--- src/rtl/spi_slave_if.sv ---
`default_nettype none
// ============================================================================
// Module      : spi_slave_if
// Description : Register port and SPI pins of the spi_slave peripheral.
// Revision    : 1.0 - initial release
// ============================================================================
interface spi_slave_if;
  logic        we_i;
  logic [31:0] addr_i;
  logic [31:0] data_i;
  logic [31:0] data_o;
  logic        spi_clk;
  logic        spi_ss;
  logic        spi_mosi;
  logic        spi_miso;
  logic        int_sig_o;

  modport master (
    output we_i, addr_i, data_i, spi_clk, spi_ss, spi_mosi,
    input  data_o, spi_miso, int_sig_o
  );

  modport slave (
    input  we_i, addr_i, data_i, spi_clk, spi_ss, spi_mosi,
    output data_o, spi_miso, int_sig_o
  );
endinterface
`default_nettype wire

--- src/rtl/spi_slave.sv ---
`default_nettype none
// ============================================================================
// Module      : spi_slave
// Description : Mode-0 8-bit SPI slave with CPU register port.
//               Optional level interrupt when SPI_SLAVE_INT_EN is defined.
// Revision    : 1.0 - initial release
// ============================================================================
module spi_slave #(
  parameter int SYNC_STAGES = 2
) (
  input  logic       clk,
  input  logic       rst_n,
  spi_slave_if.slave bus
);

  localparam logic [3:0] c_ADDR_CTRL   = 4'h0;
  localparam logic [3:0] c_ADDR_TXDATA = 4'h4;
  localparam logic [3:0] c_ADDR_RXDATA = 4'h8;
  localparam logic [3:0] c_ADDR_STATUS = 4'hC;

  logic [SYNC_STAGES-1:0] r_sclk_sync;
  logic [SYNC_STAGES-1:0] r_ss_sync;
  logic [SYNC_STAGES-1:0] r_mosi_sync;
  logic                   r_sclk_d;
  logic                   r_ss_d;

  logic       r_en;
  logic       r_int_en;
  logic [7:0] r_tx_buf;
  logic       r_tx_full;
  logic [7:0] r_tx_shift;
  logic [7:0] r_rx_shift;
  logic [7:0] r_rx_data;
  logic       r_rx_valid;
  logic       r_overrun;
  logic [2:0] r_bit_cnt;
  logic       r_int;

  logic       w_sclk, w_ss, w_mosi, w_busy;
  logic       w_sclk_rise, w_sclk_fall, w_ss_fall, w_ss_rise;
  logic       w_byte_done, w_load;
  logic [7:0] w_rx_byte;
  logic       w_wr_ctrl, w_wr_tx, w_wr_status;
  logic       w_unused;

  assign w_sclk = r_sclk_sync[SYNC_STAGES-1];
  assign w_ss   = r_ss_sync[SYNC_STAGES-1];
  assign w_mosi = r_mosi_sync[SYNC_STAGES-1];
  assign w_busy = r_en & ~w_ss;

  // SPI edges only count while enabled and selected
  assign w_sclk_rise = w_busy & w_sclk & ~r_sclk_d;
  assign w_sclk_fall = w_busy & ~w_sclk & r_sclk_d;
  assign w_ss_fall   = w_busy & r_ss_d;
  assign w_ss_rise   = w_ss & ~r_ss_d;
  assign w_byte_done = w_sclk_rise & (r_bit_cnt == 3'd7);
  assign w_load      = w_ss_fall | w_byte_done;
  assign w_rx_byte   = {r_rx_shift[6:0], w_mosi};

  assign w_wr_ctrl   = bus.we_i & (bus.addr_i[3:0] == c_ADDR_CTRL);
  assign w_wr_tx     = bus.we_i & (bus.addr_i[3:0] == c_ADDR_TXDATA);
  assign w_wr_status = bus.we_i & (bus.addr_i[3:0] == c_ADDR_STATUS);

  assign w_unused = &{1'b0, bus.addr_i[31:4], bus.data_i[31:8]};

  always_ff @(posedge clk) begin
    if (!rst_n) begin
      r_sclk_sync <= '0;
      r_ss_sync   <= '1;
      r_mosi_sync <= '0;
      r_sclk_d    <= 1'b0;
      r_ss_d      <= 1'b1;
      r_en        <= 1'b0;
      r_int_en    <= 1'b0;
      r_tx_buf    <= 8'h00;
      r_tx_full   <= 1'b0;
      r_tx_shift  <= 8'h00;
      r_rx_shift  <= 8'h00;
      r_rx_data   <= 8'h00;
      r_rx_valid  <= 1'b0;
      r_overrun   <= 1'b0;
      r_bit_cnt   <= 3'd0;
      r_int       <= 1'b0;
    end else begin
      r_sclk_sync <= {r_sclk_sync[SYNC_STAGES-2:0], bus.spi_clk};
      r_ss_sync   <= {r_ss_sync[SYNC_STAGES-2:0], bus.spi_ss};
      r_mosi_sync <= {r_mosi_sync[SYNC_STAGES-2:0], bus.spi_mosi};
      r_sclk_d    <= w_sclk;
      r_ss_d      <= w_ss;

      if (w_wr_ctrl) begin
        r_en <= bus.data_i[0];
`ifdef SPI_SLAVE_INT_EN
        r_int_en <= bus.data_i[1];
`endif
      end

      // Clears come first so a same-cycle byte completion wins
      if (w_wr_status) begin
        if (bus.data_i[0]) r_rx_valid <= 1'b0;
        if (bus.data_i[3]) r_overrun  <= 1'b0;
      end

      if (w_sclk_rise) begin
        r_rx_shift <= w_rx_byte;
        r_bit_cnt  <= r_bit_cnt + 3'd1;
      end

      if (w_byte_done) begin
        r_rx_data  <= w_rx_byte;
        r_rx_valid <= 1'b1;
        if (r_rx_valid) r_overrun <= 1'b1;
      end

      if (w_sclk_fall && (r_bit_cnt != 3'd0))
        r_tx_shift <= {r_tx_shift[6:0], 1'b0};

      if (w_load) begin
        if (r_tx_full) begin
          r_tx_shift <= r_tx_buf;
          r_tx_full  <= 1'b0;
        end else begin
          r_tx_shift <= 8'h00;
        end
      end

      // Placed after the load so a same-cycle write leaves the new byte pending
      if (w_wr_tx) begin
        r_tx_buf  <= bus.data_i[7:0];
        r_tx_full <= 1'b1;
      end

      if (!r_en || w_ss_rise)
        r_bit_cnt <= 3'd0;

`ifdef SPI_SLAVE_INT_EN
      r_int <= r_int_en & (r_rx_valid | r_overrun);
`endif
    end
  end

  always_comb begin
    bus.data_o = 32'h0;
    case (bus.addr_i[3:0])
      c_ADDR_CTRL:   bus.data_o = {30'h0, r_int_en, r_en};
      c_ADDR_TXDATA: bus.data_o = {24'h0, r_tx_buf};
      c_ADDR_RXDATA: bus.data_o = {24'h0, r_rx_data};
      c_ADDR_STATUS: bus.data_o = {28'h0, r_overrun, w_busy, r_tx_full, r_rx_valid};
      default:       bus.data_o = 32'h0;
    endcase
  end

  assign bus.spi_miso  = w_busy & r_tx_shift[7];
  assign bus.int_sig_o = r_int;

endmodule
`default_nettype wire

--- src/flat_wrapper.sv ---
// flat-port wrapper written by rule: the top's interface ports become plain ports
module spi_slave_flat 
#(
  parameter int SYNC_STAGES = 2
)
  (clk, rst_n, bus_we_i, bus_addr_i, bus_data_i, bus_spi_clk, bus_spi_ss, bus_spi_mosi, bus_data_o, bus_spi_miso, bus_int_sig_o);
  spi_slave_if bus_i ();
  input  logic clk;
  input  logic rst_n;
  input wire logic [$bits(bus_i.we_i)-1:0] bus_we_i;
  input wire logic [$bits(bus_i.addr_i)-1:0] bus_addr_i;
  input wire logic [$bits(bus_i.data_i)-1:0] bus_data_i;
  input wire logic [$bits(bus_i.spi_clk)-1:0] bus_spi_clk;
  input wire logic [$bits(bus_i.spi_ss)-1:0] bus_spi_ss;
  input wire logic [$bits(bus_i.spi_mosi)-1:0] bus_spi_mosi;
  output wire logic [$bits(bus_i.data_o)-1:0] bus_data_o;
  output wire logic [$bits(bus_i.spi_miso)-1:0] bus_spi_miso;
  output wire logic [$bits(bus_i.int_sig_o)-1:0] bus_int_sig_o;
  assign bus_i.we_i = bus_we_i;
  assign bus_i.addr_i = bus_addr_i;
  assign bus_i.data_i = bus_data_i;
  assign bus_i.spi_clk = bus_spi_clk;
  assign bus_i.spi_ss = bus_spi_ss;
  assign bus_i.spi_mosi = bus_spi_mosi;
  assign bus_data_o = bus_i.data_o;
  assign bus_spi_miso = bus_i.spi_miso;
  assign bus_int_sig_o = bus_i.int_sig_o;
  spi_slave #(.SYNC_STAGES(SYNC_STAGES)) u_core (.clk(clk), .rst_n(rst_n), .bus(bus_i));
endmodule
--- config.mk ---
export PLATFORM = sky130hd
export DESIGN_NAME = spi_slave_flat
export DESIGN_NICKNAME = d
export VERILOG_FILES = /design/src/rtl/spi_slave_if.sv /design/src/rtl/spi_slave.sv /design/src/flat_wrapper.sv
export SDC_FILE = /design/constraint.sdc
export NUM_CORES = 1
export LEC_CHECK = 0
export CELL_PAD_IN_SITES_DETAIL_PLACEMENT = 0
export CELL_PAD_IN_SITES_GLOBAL_PLACEMENT = 1
export CORE_MARGIN = 10
export CORE_UTILIZATION = 31
export CTS_CLUSTER_SIZE = 24
export DETAILED_ROUTE_END_ITERATION = 7
export PLACE_DENSITY = 0.93
export SLEW_MARGIN = 20
export SYNTH_ARGS = -nofsm -noshare
export SYNTH_HDL_FRONTEND = slang
export SYNTH_SLANG_ARGS = --single-unit
export TNS_END_PERCENT = 50
--- constraint.sdc ---
create_clock -name clk -period 3 [get_ports clk]
set_input_delay 0.6 -clock clk [delete_from_list [all_inputs] [get_ports clk]]
set_output_delay 0.6 -clock clk [all_outputs]
set_load 0.03 [all_outputs]
==> Word-level counts from Yosys, hierarchy flattened <==
Cells that the tools add are included.
{ "classes": {"add_sub_neg": 1, "mul": 0, "div": 0, "order_cmp": 0, "n_eq_ne": 4, "shift": 0, "mux": 13, "n_bitwise": 18, "n_reduce_logical": 11} }
{ "op_table": {"columns": ["operator", "n"], "rows": [
  ["one-hot mux 8 bit (4 select lines)", 1],
  ["two-way mux 8 bit", 3],
  ["bitwise AND 1 bit", 12],
  ["two-way mux 1 bit", 9],
  ["equality test 4 bit (second input constant)", 2],
  ["nonzero test 2 bit", 4],
  ["NOT 1 bit", 5],
  ["equality test 4 x 3 -> 1 bit (second input constant)", 1],
  ["logical NOT 4 bit", 1],
  ["adder 3 x 1 -> 3 bit (second input constant)", 1],
  ["equality test 3 bit (second input constant)", 1],
  ["nonzero test 3 bit", 1],
  ["AND reduction 2 bit", 1],
  ["OR reduction 2 bit", 1],
  ["logical AND 1 bit", 1],
  ["logical NOT 1 bit", 1],
  ["logical OR 1 bit", 1],
  ["OR 1 bit", 1]
]} }
{ "totals": {"ff_bits": 46, "latch_bits": 0, "ram_bits": 0, "mem_bits_ro": 0, "input_bits": 70, "output_inout_bits": 34, "word_cells": 61, "n_memories": 0} }

==> Longest topological paths before layout <==
{ "logic_depth": {"depth_word": 8, "ltp_mapped": 7} }

==> Worst setup path before layout <==
No wires, ideal clock.
{ "synth_path": {"path_type": "input -> output", "startpoint": "input port bus_addr_i[2]", "endpoint": "output port bus_data_o[1]", "t_arrival_ns": 1.579, "t_required_ns": 2.400, "slack_ns": 0.821, "stages": 5, "path_buffers": 2, "path_cell_list": "buf_2 > nor2b_1 > clkbuf_1 > a22oi_1 > nor2_1"} }
{ "synth_via": {"elab_chain_cells": 2} }
{ "synth_rtl": {"columns": ["element", "line", "rtl"], "rows": [
  ["start: declaration", "flat_wrapper.sv:11", "input wire logic [$bits(bus_i.addr_i)-1:0] bus_addr_i;"],
  ["equality test 4 bit, or another cell as far along", "spi_slave.sv:144", "case (bus.addr_i[3:0])"],
  ["one-hot mux 8 bit (4 select lines) (*)", "spi_slave.sv:144", null],
  ["end: declaration", "flat_wrapper.sv:16", "output wire logic [$bits(bus_i.data_o)-1:0] bus_data_o;"]
]} }
Mark *: on every way between the ends. The rest lies on a longest branch, timed or not.

==> Worst setup path in the final report <==
{ "layout_path": {"startpoint": "input port bus_addr_i[2]", "endpoint": "output port bus_data_o[0]"} }
The elaborated chain is that of the path after synthesis.

==> results.toml <==
[drt]
wl_microns = 4480
ant_nets = 0
drc_errors = 0
post_drt_wl_per_cell_microns = 12.5
via_per_inst = 4.52
num_vias = 1624
detail_route.first_pass.iterations = 4
drt_iter0_drc = 44

[sta]
min_period_ps = 2910
worst_pin_slew_ps = 562
hold_violations = 0
fmax_ghz = 0.343
skew_ps = 6.93
relSlewSlack_pct = 62.5
fin_tns_setup_ps = 0
layout_setup_ws_ps = 85.8
rsz0062_at_grt = "no"
setup_violations = 0
drv_slew = 0
finalCritPeriodShare_pct = 97.1

[power_and_ir_drop]
seqPwrFrac_pct = 57.0
pwr-share-clk_pct = 34.0
p_int_uw = 811
switching_power_uw = 279
combPwrFrac_pct = 9.0
powerDensity_nw_per_um2 = 446
peakVddDrop_v = 0.000140
switching_share_pct = 25.6
p_leak_nw = 1.03

[place]
io_buffers = 26
dp_cells = 351
hpwl_microns = 3430
dp_slack_ps = -187
gp_congestion = 0.767

[synthesis]
synth_most_common_cell = "dfxtp_1"
synth_cell_types = 38
ys_ff_latch = 46
yosys-top-cells-area = "dfxtp_1 42%, buf_4 9.3%, mux2i_1 7.4%"
async_flop_share_pct = 0
ys.flop_type = "dfxtp_1"
yosys-top-cells-count = "46 x dfxtp_1, 28 x nand2_1, 27 x a21oi_1, 27 x buf_4, 19 x nor2_1"
synth_cells = 243
synth_edf_count = 0
avgSynthCellArea_sq_um = 8.94
synth_area_leader_cell = "dfxtp_1"
syn_area_sq_um = 2170
synth_seq_area_share_pct = 42.4
yosysTopAreaCellShare_pct = 42.4
ys_warn_count = 0

[critical_path]
critical_path.startpoint_type = "input port"
path_max_fanout = 8
cp-end-kind = "output port"
critical_path.startpoint = "bus_addr_i[2]"
critPathArrivalTime_ps = 2310
rr_startpoint = "u_core.r_bit_cnt[0]"
crit_type = "input port to output port"
r2r_cells = 6
r2r-end = "u_core.r_tx_shift[1]"
required_ps = 2400
endpoint = "bus_data_o[0]"
r2r_setup_slack_ps = 1090

[grt]
antenna_found_initial = 0
grt_pass1_vias = 1602
grtUsageTotal_pct = 7.98
overflow = 0
grt_pass1_wl_microns = 7390
grt_max_degree = 36

[layout]
layout-drive-gt1-share_pct = 11.0
fin_nets = 335
fin_cells = 359
final_util_pct = 36.0
syn2layout_area_growth_pct = 12.6
diodes = 0

[clocking]
clk_pin_slew_worst_paths_ps = 80
cts_buffer_depth = 2
tritoncts = "yes"
cts-hold-fix-buffers = 0
htree_num_levels = 2
clock_sinks = 46
cts_root_buffer = "clkbuf_8"
clock_latency_ps = 300
cts_buffers = 5

[floorplanning]
io_pins = 104
die_w_microns = 104
die_h_microns = 104
fp-row-count = 30
fp.dieArea_sq_um = 10800
initial_core_util_pct = 32.0
core_area_sq_um = 6790

[status]
status = "finished clean"

[run]
max-cap-violations = 0

[worst_hold_path]
hold_class = "flop to flop"
==> metal layers <==
metal / share of wire (%) / wire length [microns] / GRT usage [%] / up-vias
met5: 0 / 0 / 0 / -
met4: 0.65 / 29 / 1.79 / 0
met3: 5.3 / 239 / 2.66 / 4
met2: 49 / 2220 / 13.8 / 43
met1: 45 / 1990 / 9.24 / 763
li1: - / - / - / 814
==> worst max-delay path, cell delays in order <==
cell and delay, ps:
dlygate4sd2_1 390, mux4_2 540, and2_1 180, clkdlybuf4s50_1 590
==> flip-flops by register name, indices dropped and copies added (netlist names) <==
| name | cells |
|---|---|
| u_core.r_tx_full | 1 |
| u_core.r_en | 1 |
| u_core.r_sclk_d | 1 |
| u_core.r_sclk_sync | 2 |
| u_core.r_tx_buf | 8 |
| u_core.r_ss_d | 1 |
| u_core.r_rx_shift | 7 |
| u_core.r_mosi_sync | 2 |
| u_core.r_bit_cnt | 3 |
| u_core.r_ss_sync | 2 |
| u_core.r_rx_valid | 1 |
| u_core.r_tx_shift | 8 |
| u_core.r_rx_data | 8 |
| u_core.r_overrun | 1 |
==> stage by stage <==
stage | cell area (sq um) | power, mW | hold slack (ps)
after floorplan | 2260 | 0.729 | 386
after global placement | 2360 | 0.733 | 400
after detailed placement | 2360 | 0.733 | 407
after CTS | 2450 | 1.09 | 427
after global routing | 2450 | 1.12 | 449
final | 2450 | 1.09 | 420
==> worst min path at each step <==
stage                   startpoint                   to  slack (ps)  cells after the start
3_5_place_dp   u_core.r_ss_sync[0]  u_core.r_ss_sync[1]         410                      1
5_1_grt        u_core.r_ss_sync[0]  u_core.r_ss_sync[1]         450                      1
6_report       u_core.r_ss_sync[0]  u_core.r_ss_sync[1]         420                      1
2_1_floorplan  u_core.r_ss_sync[0]  u_core.r_ss_sync[1]         390                      1
4_1_cts        u_core.r_ss_sync[0]  u_core.r_ss_sync[1]         430                      1
3_3_place_gp   u_core.r_ss_sync[0]  u_core.r_ss_sync[1]         400                      1
==> power groups by stage <==
stage	logic (mW)	registers (mW)	clock network, mW
after floorplan	0.0959	0.634	0
after global placement	0.0968	0.636	0
after detailed placement	0.0972	0.636	0
after CTS	0.0972	0.622	0.376
after global routing	0.105	0.623	0.397
final	0.0986	0.622	0.371
==> cell families after synthesis <==
logic type	Yosys count	share of synthesized area [%]
AOI/OAI and AO/OA	47	13.7
xor gates and xnor gates	1	0.403
adders and majority gates	3	1.73
buffers and inverters	46	13.9
DFF	46	42.4
muxes	20	9.97
other	1	0.173
and+or+nand+nor	79	17.8
==> cells in the final DEF, fill, tap and decap left out, drive strengths merged, types with 2 or more instances in the layout <==
| master | instances |
|---|---|
| dfxtp | 46 |
| nand2 | 29 |
| a21oi | 28 |
| conb | 25 |
| nor2 | 19 |
| clkdlybuf4s50 | 18 |
| mux2i | 16 |
| nand3 | 12 |
| buf | 9 |
| a22oi | 7 |
| and2 | 7 |
| a211oi | 7 |
| clkbuf | 6 |
| inv | 5 |
| mux2 | 3 |
| nand2b | 3 |
| ha | 3 |
| o21ai | 3 |
| clkinv | 3 |
| and2b | 2 |
==> layout make-up <==
type	count	area [sq um]
multi-input cells	175	1040
inverters	6	22.5
fillers	701	4350
clock inverters	2	13.8
well taps	96	120
repair buffers	28	256
flip-flops and latches	46	921
clock buffers	6	72.6
==> repair_timing <==
item / CTS / global route
resized for setup: 1 / 0
setup buffers: 0 / 0
setup endpoints to repair: 1 / 0
endpoints found under the hold margin: 0 / 0
(Power assumes the default switching activity.)
